<file path="config.mk">
export PLATFORM = sky130hd
export DESIGN_NAME = ufs_rx_sync_ctrl
export DESIGN_NICKNAME = d
export VERILOG_FILES = /design/src/rtl/ufs_rx_sync_ctrl.sv
export SDC_FILE = /design/constraint.sdc
export NUM_CORES = 1
export LEC_CHECK = 0
export ABC_AREA = 1
export BUFFER_PORTS_ARGS = -buffer_cell sky130_fd_sc_hd__buf_2
export CORE_MARGIN = 2
export CORE_UTILIZATION = 56
export DETAILED_ROUTE_END_ITERATION = 6
export MAX_ROUTING_LAYER = met4
export PLACE_DENSITY = 0.8
export SLEW_MARGIN = 20
export SYNTH_ARGS = -nofsm -noshare
export SYNTH_HDL_FRONTEND = slang
export SYNTH_SLANG_ARGS = --single-unit
</file>
<file path="constraint.sdc">
create_clock -name clk -period 1.8 [get_ports clk]
set_clock_uncertainty 0.05 [all_clocks]
set_input_delay 0 -clock clk [delete_from_list [all_inputs] [get_ports clk]]
set_output_delay 0 -clock clk [all_outputs]
set_load 0.05 [all_outputs]
</file>
<file path="src/rtl/ufs_rx_sync_ctrl.sv">
// ufs_rx_sync_ctrl
// ----------------------------------------------------------------------------
// Receive-lane symbol controller sitting between the word aligner and the
// combinational 8b/10b decoder. Each accepted 10-bit symbol is classified
// (code error, disparity error, comma, control), running disparity is tracked,
// and a comma-based LOSS -> ACQ -> SYNC state machine decides whether the lane
// is synchronised. Symbols are forwarded through one register stage.
//
// Ports
//   clk        rising-edge clock
//   rst_n      asynchronous active-low reset
//   sym_in     received symbol, abcdei = [9:4], fghj = [3:0]
//   sym_valid  sym_in valid this cycle
//   err_clr    synchronous clear of err_cnt (wins over an increment)
//   sym_out    registered symbol to decoder data_in
//   k_out      registered control-symbol flag to decoder k_in
//   out_valid  registered sym_valid qualified by "state was SYNC"
//   sym_err    registered code/disparity error flag of the last symbol
//   sync_ok    lane is in SYNC
//   rd_pos     current running disparity (1 = RD+)
//   err_cnt    saturating count of bad symbols seen while in SYNC
//   dbg_state  raw FSM state (0 LOSS, 1 ACQ, 2 SYNC) for checkers
//
// Handshake: there is no back-pressure. A symbol is accepted on every rising
// edge where sym_valid=1; cycles with sym_valid=0 hold all state and produce
// out_valid=0 on the following cycle.
// ----------------------------------------------------------------------------
module ufs_rx_sync_ctrl #(
  parameter int ACQ_COMMAS   = 3,
  parameter int BAD_LIMIT    = 4,
  parameter int GOOD_RECOVER = 4,
  parameter int CNT_W        = 16
) (
  input  logic             clk,
  input  logic             rst_n,
  input  logic [9:0]       sym_in,
  input  logic             sym_valid,
  input  logic             err_clr,
  output logic [9:0]       sym_out,
  output logic             k_out,
  output logic             out_valid,
  output logic             sym_err,
  output logic             sync_ok,
  output logic             rd_pos,
  output logic [CNT_W-1:0] err_cnt,
  output logic [1:0]       dbg_state
);

  localparam logic [1:0] ST_LOSS = 2'd0;
  localparam logic [1:0] ST_ACQ  = 2'd1;
  localparam logic [1:0] ST_SYNC = 2'd2;

  // Counter widths leave one spare count so "count + 1" never wraps before
  // it is compared with its limit.
  localparam int ACQ_W  = $clog2(ACQ_COMMAS + 2);
  localparam int BAD_W  = $clog2(BAD_LIMIT + 2);
  localparam int GOOD_W = $clog2(GOOD_RECOVER + 2);

  localparam logic [ACQ_W-1:0]  ACQ_LIM  = ACQ_W'(ACQ_COMMAS);
  localparam logic [BAD_W-1:0]  BAD_LIM  = BAD_W'(BAD_LIMIT);
  localparam logic [GOOD_W-1:0] GOOD_LIM = GOOD_W'(GOOD_RECOVER);

  // --------------------------------------------------------------------------
  // State
  // --------------------------------------------------------------------------
  logic [1:0]       state_q,     state_d;
  logic [ACQ_W-1:0] acq_cnt_q,   acq_cnt_d;
  logic [BAD_W-1:0] bad_cnt_q,   bad_cnt_d;
  logic [GOOD_W-1:0] good_cnt_q, good_cnt_d;
  logic             rd_q,        rd_d;
  logic [CNT_W-1:0] err_cnt_q,   err_cnt_d;
  logic [9:0]       sym_q,       sym_d;
  logic             k_q,         k_d;
  logic             out_valid_q, out_valid_d;
  logic             sym_err_q,   sym_err_d;

  // --------------------------------------------------------------------------
  // Symbol classification
  // --------------------------------------------------------------------------
  logic [3:0] n1;
  logic       code_err;
  logic       disp_err;
  logic       bad_sym;
  logic       comma_pos;
  logic       comma_neg;
  logic       is_comma;
  logic       is_k;
  logic       rd_norm;

  always_comb begin
    n1 = 4'd0;
    for (int i = 0; i < 10; i++) begin
      n1 = n1 + {3'b000, sym_in[i]};
    end
  end

  always_comb begin
    code_err  = !((n1 == 4'd4) || (n1 == 4'd5) || (n1 == 4'd6));
    // Disparity is only meaningful for a legal-weight symbol.
    disp_err  = !code_err && (((n1 == 4'd6) && rd_q) || ((n1 == 4'd4) && !rd_q));
    bad_sym   = code_err || disp_err;
    comma_pos = (sym_in[9:3] == 7'b0011111);
    comma_neg = (sym_in[9:3] == 7'b1100000);
    is_comma  = (comma_pos || comma_neg) && !bad_sym;
  end

  // K28.x is recognised by its 6b prefix; the four Kx.7 codes by full match.
  always_comb begin
    is_k = (sym_in[9:4] == 6'b001111) || (sym_in[9:4] == 6'b110000);
    case (sym_in)
      10'b1110101000, 10'b0001010111,
      10'b1101101000, 10'b0010010111,
      10'b1011101000, 10'b0100010111,
      10'b0111101000, 10'b1000010111: is_k = 1'b1;
      default: ;
    endcase
  end

  // Running disparity after a symbol while RD is being tracked normally.
  // A code-error symbol has no defined disparity, so RD is left alone.
  always_comb begin
    rd_norm = rd_q;
    if (!code_err) begin
      if (n1 == 4'd6) begin
        rd_norm = 1'b1;
      end else if (n1 == 4'd4) begin
        rd_norm = 1'b0;
      end
    end
  end

  // --------------------------------------------------------------------------
  // Next-state logic
  // --------------------------------------------------------------------------
  logic err_inc;

  always_comb begin
    state_d     = state_q;
    acq_cnt_d   = acq_cnt_q;
    bad_cnt_d   = bad_cnt_q;
    good_cnt_d  = good_cnt_q;
    rd_d        = rd_q;
    sym_d       = sym_q;
    k_d         = k_q;
    sym_err_d   = sym_err_q;
    out_valid_d = sym_valid && (state_q == ST_SYNC);
    err_inc     = 1'b0;

    if (sym_valid) begin
      sym_d     = sym_in;
      k_d       = is_k;
      sym_err_d = bad_sym;

      case (state_q)
        ST_LOSS: begin
          // RD is held at RD- while lost; the first comma re-seeds it from
          // its polarity.
          if (is_comma) begin
            rd_d = comma_pos;
            if (ACQ_COMMAS <= 1) begin
              state_d   = ST_SYNC;
              acq_cnt_d = '0;
            end else begin
              state_d   = ST_ACQ;
              acq_cnt_d = ACQ_W'(1);
            end
          end
        end

        ST_ACQ: begin
          rd_d = rd_norm;
          if (bad_sym) begin
            state_d    = ST_LOSS;
            acq_cnt_d  = '0;
            bad_cnt_d  = '0;
            good_cnt_d = '0;
            rd_d       = 1'b0;
          end else if (is_comma) begin
            if ((acq_cnt_q + ACQ_W'(1)) >= ACQ_LIM) begin
              state_d   = ST_SYNC;
              acq_cnt_d = '0;
            end else begin
              acq_cnt_d = acq_cnt_q + ACQ_W'(1);
            end
          end
        end

        ST_SYNC: begin
          rd_d = rd_norm;
          if (bad_sym) begin
            err_inc = 1'b1;
            if ((bad_cnt_q + BAD_W'(1)) >= BAD_LIM) begin
              state_d    = ST_LOSS;
              acq_cnt_d  = '0;
              bad_cnt_d  = '0;
              good_cnt_d = '0;
              rd_d       = 1'b0;
            end else begin
              bad_cnt_d  = bad_cnt_q + BAD_W'(1);
              good_cnt_d = '0;
            end
          end else begin
            if ((good_cnt_q + GOOD_W'(1)) >= GOOD_LIM) begin
              if (bad_cnt_q != '0) begin
                bad_cnt_d  = bad_cnt_q - BAD_W'(1);
                good_cnt_d = '0;
              end else begin
                // Nothing to retire: park the run length at the limit.
                good_cnt_d = GOOD_LIM;
              end
            end else begin
              good_cnt_d = good_cnt_q + GOOD_W'(1);
            end
          end
        end

        default: begin
          state_d    = ST_LOSS;
          acq_cnt_d  = '0;
          bad_cnt_d  = '0;
          good_cnt_d = '0;
          rd_d       = 1'b0;
        end
      endcase
    end
  end

  // Error counter: clear has priority over a coincident increment.
  always_comb begin
    err_cnt_d = err_cnt_q;
    if (err_clr) begin
      err_cnt_d = '0;
    end else if (err_inc && !(&err_cnt_q)) begin
      err_cnt_d = err_cnt_q + CNT_W'(1);
    end
  end

  // --------------------------------------------------------------------------
  // Registers
  // --------------------------------------------------------------------------
  always_ff @(posedge clk or negedge rst_n) begin
    if (!rst_n) begin
      state_q     <= ST_LOSS;
      acq_cnt_q   <= '0;
      bad_cnt_q   <= '0;
      good_cnt_q  <= '0;
      rd_q        <= 1'b0;
      err_cnt_q   <= '0;
      sym_q       <= '0;
      k_q         <= 1'b0;
      out_valid_q <= 1'b0;
      sym_err_q   <= 1'b0;
    end else begin
      state_q     <= state_d;
      acq_cnt_q   <= acq_cnt_d;
      bad_cnt_q   <= bad_cnt_d;
      good_cnt_q  <= good_cnt_d;
      rd_q        <= rd_d;
      err_cnt_q   <= err_cnt_d;
      sym_q       <= sym_d;
      k_q         <= k_d;
      out_valid_q <= out_valid_d;
      sym_err_q   <= sym_err_d;
    end
  end

  assign sym_out   = sym_q;
  assign k_out     = k_q;
  assign out_valid = out_valid_q;
  assign sym_err   = sym_err_q;
  assign sync_ok   = (state_q == ST_SYNC);
  assign rd_pos    = rd_q;
  assign err_cnt   = err_cnt_q;
  assign dbg_state = state_q;

endmodule

</file>
==> qor.csv <==
metric;value;unit
DRT iter0 DRCs;266;
Gate power share;0.572;
Worst Path Required;1.94;ns
worst-case reg-to-reg path depth;10;
final worst path period need;3.19;ns
via count;2890;
FP Rows;25;
synthesized instance count;361;
Reg-to-Reg End;err_cnt[7];
die area;5440;sq um
Seq pwr share;0.259;
Final Setup Violations;29;
launching point of the worst reg2reg path;err_cnt[1];
VDD IR max;997;uV
Tot Pwr;4.39;mW
Worst-path clk slew;0.08;ns
Final ANT Viol Nets;0;
fraction of layout cells with a size suffix above 1;0.339;
antenna violations before repair;0;
worst setup margin;-1.39;ns
Ports;47;
Initial Util;0.577;
Hold Startpoint;sym_in[5];
crit start category;input pin;
DRC Markers;0;
P_sw;2.03;mW
CP bufs+invs;6;
Chip Height;73.8;um
most frequent cells in the layout;88 x nand2_1, 43 x buf_2, 41 x dfrtp_1;
final hold violation count;0;
crit-path cells;buf_8 > fa_1 > fa_1 > inv_1 > fa_1 > inv_2 > ha_4 > inv_2 > fa_2 > xor2_2 > nand2_2 > nand2_2 > nor2_4 > buf_6 > clkinv_8 > nand3_1 > nand2_1;
DP HPWL;4.51;mm
DR vias/cell;5.63;
Clock Tree Root;clkbuf_8;
setup TNS;-38.86;ns
core area;4720;sq um
Seq. cell area;1030;sq um
CTS tree;built;
# fillers;274;
Slew HR;0.635;
CP max stage delay;0.61;ns
Crit. End Element;register;
gp weighted congestion;0.880;
area grow syn2layout;38.0;%
Placed Area;3160;sq um
Max Transition Viols Final;0;
DR pass1 iterations;6;
I/O Buffers;46;
CP Class;input pin to register;
warnings from Yosys;0;
Slew @ Worst Pin;0.547;ns
design area;3760;sq um
die span in x;73.8;um
final period utilization;1.77;
Sw Share;0.462;
post-synthesis register bit count;41;
Cell Area, Synth;2730;sq um
global-route wire length before repair;12.1;mm
CP max FO;16;
sequential area share after synthesis;0.376;
fmax;313;MHz
commonest non-fill, non-tap cell in the layout;nand2_1;
worst skew pair latency;0.30;ns
RSZ-0062 raised after global routing;true;
Avg Cell Area, Syn;7.55;sq um
Max Cap Violations;0;
P_leak;1.97;nW
Hold Path Cell Cnt;4;
P per Cell Area;1170;nW/um^2
fin nets;477;
CP most frequent cell;fa_1;
delay-heaviest family, CP;adder cells;
reg2reg setup slack;0.08;ns
final wirelength;8.00;mm
area occupied by multi-input gates;1720;sq um
antenna cell count;0;
clock buffer count from CTS;5;
failing checks;negative setup slack;
largest net degree at the start of global routing;42;
outcome;finished with violations;
Clock H-tree levels;2;
Hold Path Sink;sym_out[5];
routed len/inst;15.6;um
hold crit path type;input pin to register;
global-route usage over all layers;0.295;
Netlist cell types;28;
syn nets;392;
CP max-delay cell;fa_2;
gr ovfl total;0;
Worst EP arrival;3.33;ns
vias in the first global route;2706;
Power Internal;2.36;mW
Clock Power Share;0.169;
clk sinks;41;
Max Buffers Root-to-Sink;2;
-- sequential cells by signal, indices dropped and copies added, names as in the netlist --
register    count
err_cnt        16
good_cnt_q      3
acq_cnt_q       3
dbg_state       2
out_valid       1
sym_err         1
rd_pos          1
bad_cnt_q       3
sym_out        10
k_out           1
-- worst register-to-register path: stages (launching register included) --
cell and delay (ns):
dfrtp_1 0.41, ha_1 0.20, inv_1 0.08, nor3_4 0.15
nand2_2 0.11, nor3_4 0.16, nor2_4 0.08, buf_6 0.14
clkinv_8 0.08, nand3_1 0.10, nand2_1 0.12
-- synth_stat cells --
master / instances / share of area
buf_4: 2 / 0.0055
nand4_1: 11 / 0.025
nor4_1: 1 / 0.0023
buf_2: 2 / 0.0037
inv_2: 3 / 0.0041
clkbuf_1: 3 / 0.0041
dfrtp_1: 41 / 0.38
ha_1: 11 / 0.050
inv_4: 1 / 0.0023
nand3b_1: 6 / 0.017
nor2_2: 2 / 0.0046
buf_6: 1 / 0.0041
a21oi_1: 3 / 0.0055
a31oi_1: 1 / 0.0023
fa_1: 6 / 0.044
inv_1: 42 / 0.058
nor3_1: 7 / 0.013
xor2_1: 12 / 0.039
nand2_1: 105 / 0.14
nor2_4: 3 / 0.012
xnor2_1: 2 / 0.0064
or2_2: 2 / 0.0046
o21ai_0: 19 / 0.035
nor3_4: 2 / 0.012
nor2_1: 26 / 0.036
nand3_1: 44 / 0.081
nand3_2: 1 / 0.0037
nand2_2: 2 / 0.0046
-- area by class of cell --
type / count / share of cell area
Inverter: 46 / 0.0506
Clock inverter: 2 / 0.00931
Multi-Input combinational cell: 266 / 0.458
Clock buffer: 5 / 0.0183
Tap cell: 67 / 0.0223
Timing Repair Buffer: 86 / 0.168
Sequential cell: 41 / 0.273
-- cell families after synthesis --
family,Yosys count,synth area share
simple gates,212,0.360
fa+ha+maj,17,0.0945
xor+xnor,14,0.0450
flops,41,0.376
buf+inv,54,0.0817
compound gates,23,0.0427
-- power groups by stage --
stage	Combinational, mW	Sequential, mW	Clock [mW]
after global placement	1.63	1.14	0
after global routing	2.69	1.15	0.768
final	2.51	1.14	0.741
after floorplan	0.949	1.37	0
after CTS	2.06	1.13	0.738
after detailed placement	1.67	1.15	0
-- metrics by stage --
stage          cells  worst slack, ns  hold WS [ns]  utilization
3_3_place_gp     487            -1.80        0.0433        0.669
4_1_cts          511            -1.34       0.00185        0.755
5_1_grt          513            -1.51        0.0427        0.796
2_1_floorplan    361            -1.43        -0.346            -
6_report         513            -1.39        0.0139        0.796
3_5_place_dp     487            -1.88        0.0505        0.669
-- worst max path at each step --
stage	from	to	depth (start not counted)
finish	sym_in[0]	err_cnt[7]	17
global route	sym_in[0]	err_cnt[1]	17
CTS	sym_in[7]	err_cnt[1]	17
detailed placement	sym_in[0]	err_cnt[1]	19
global placement	sym_in[0]	err_cnt[1]	16
floorplan	sym_in[0]	err_cnt[12]	16
-- metal layers --
layer | vias up | wire (um) | track usage
met5 | - | 0 | -
met4 | 0 | 274 | 0.119
met3 | 28 | 453 | 0.0521
met2 | 142 | 4080 | 0.482
met1 | 1391 | 3190 | 0.361
li1 | 1329 | - | -
-- timing repair --
action	in CTS	in global routing
gates resized for setup	33	53
pin swaps	27	25
cloned	1	0
setup buffers	10	3
hold buffers	7	0
endpoints found under the setup margin	29	29
endpoints found under the hold margin	50	0
(Power assumes the default switching activity.)
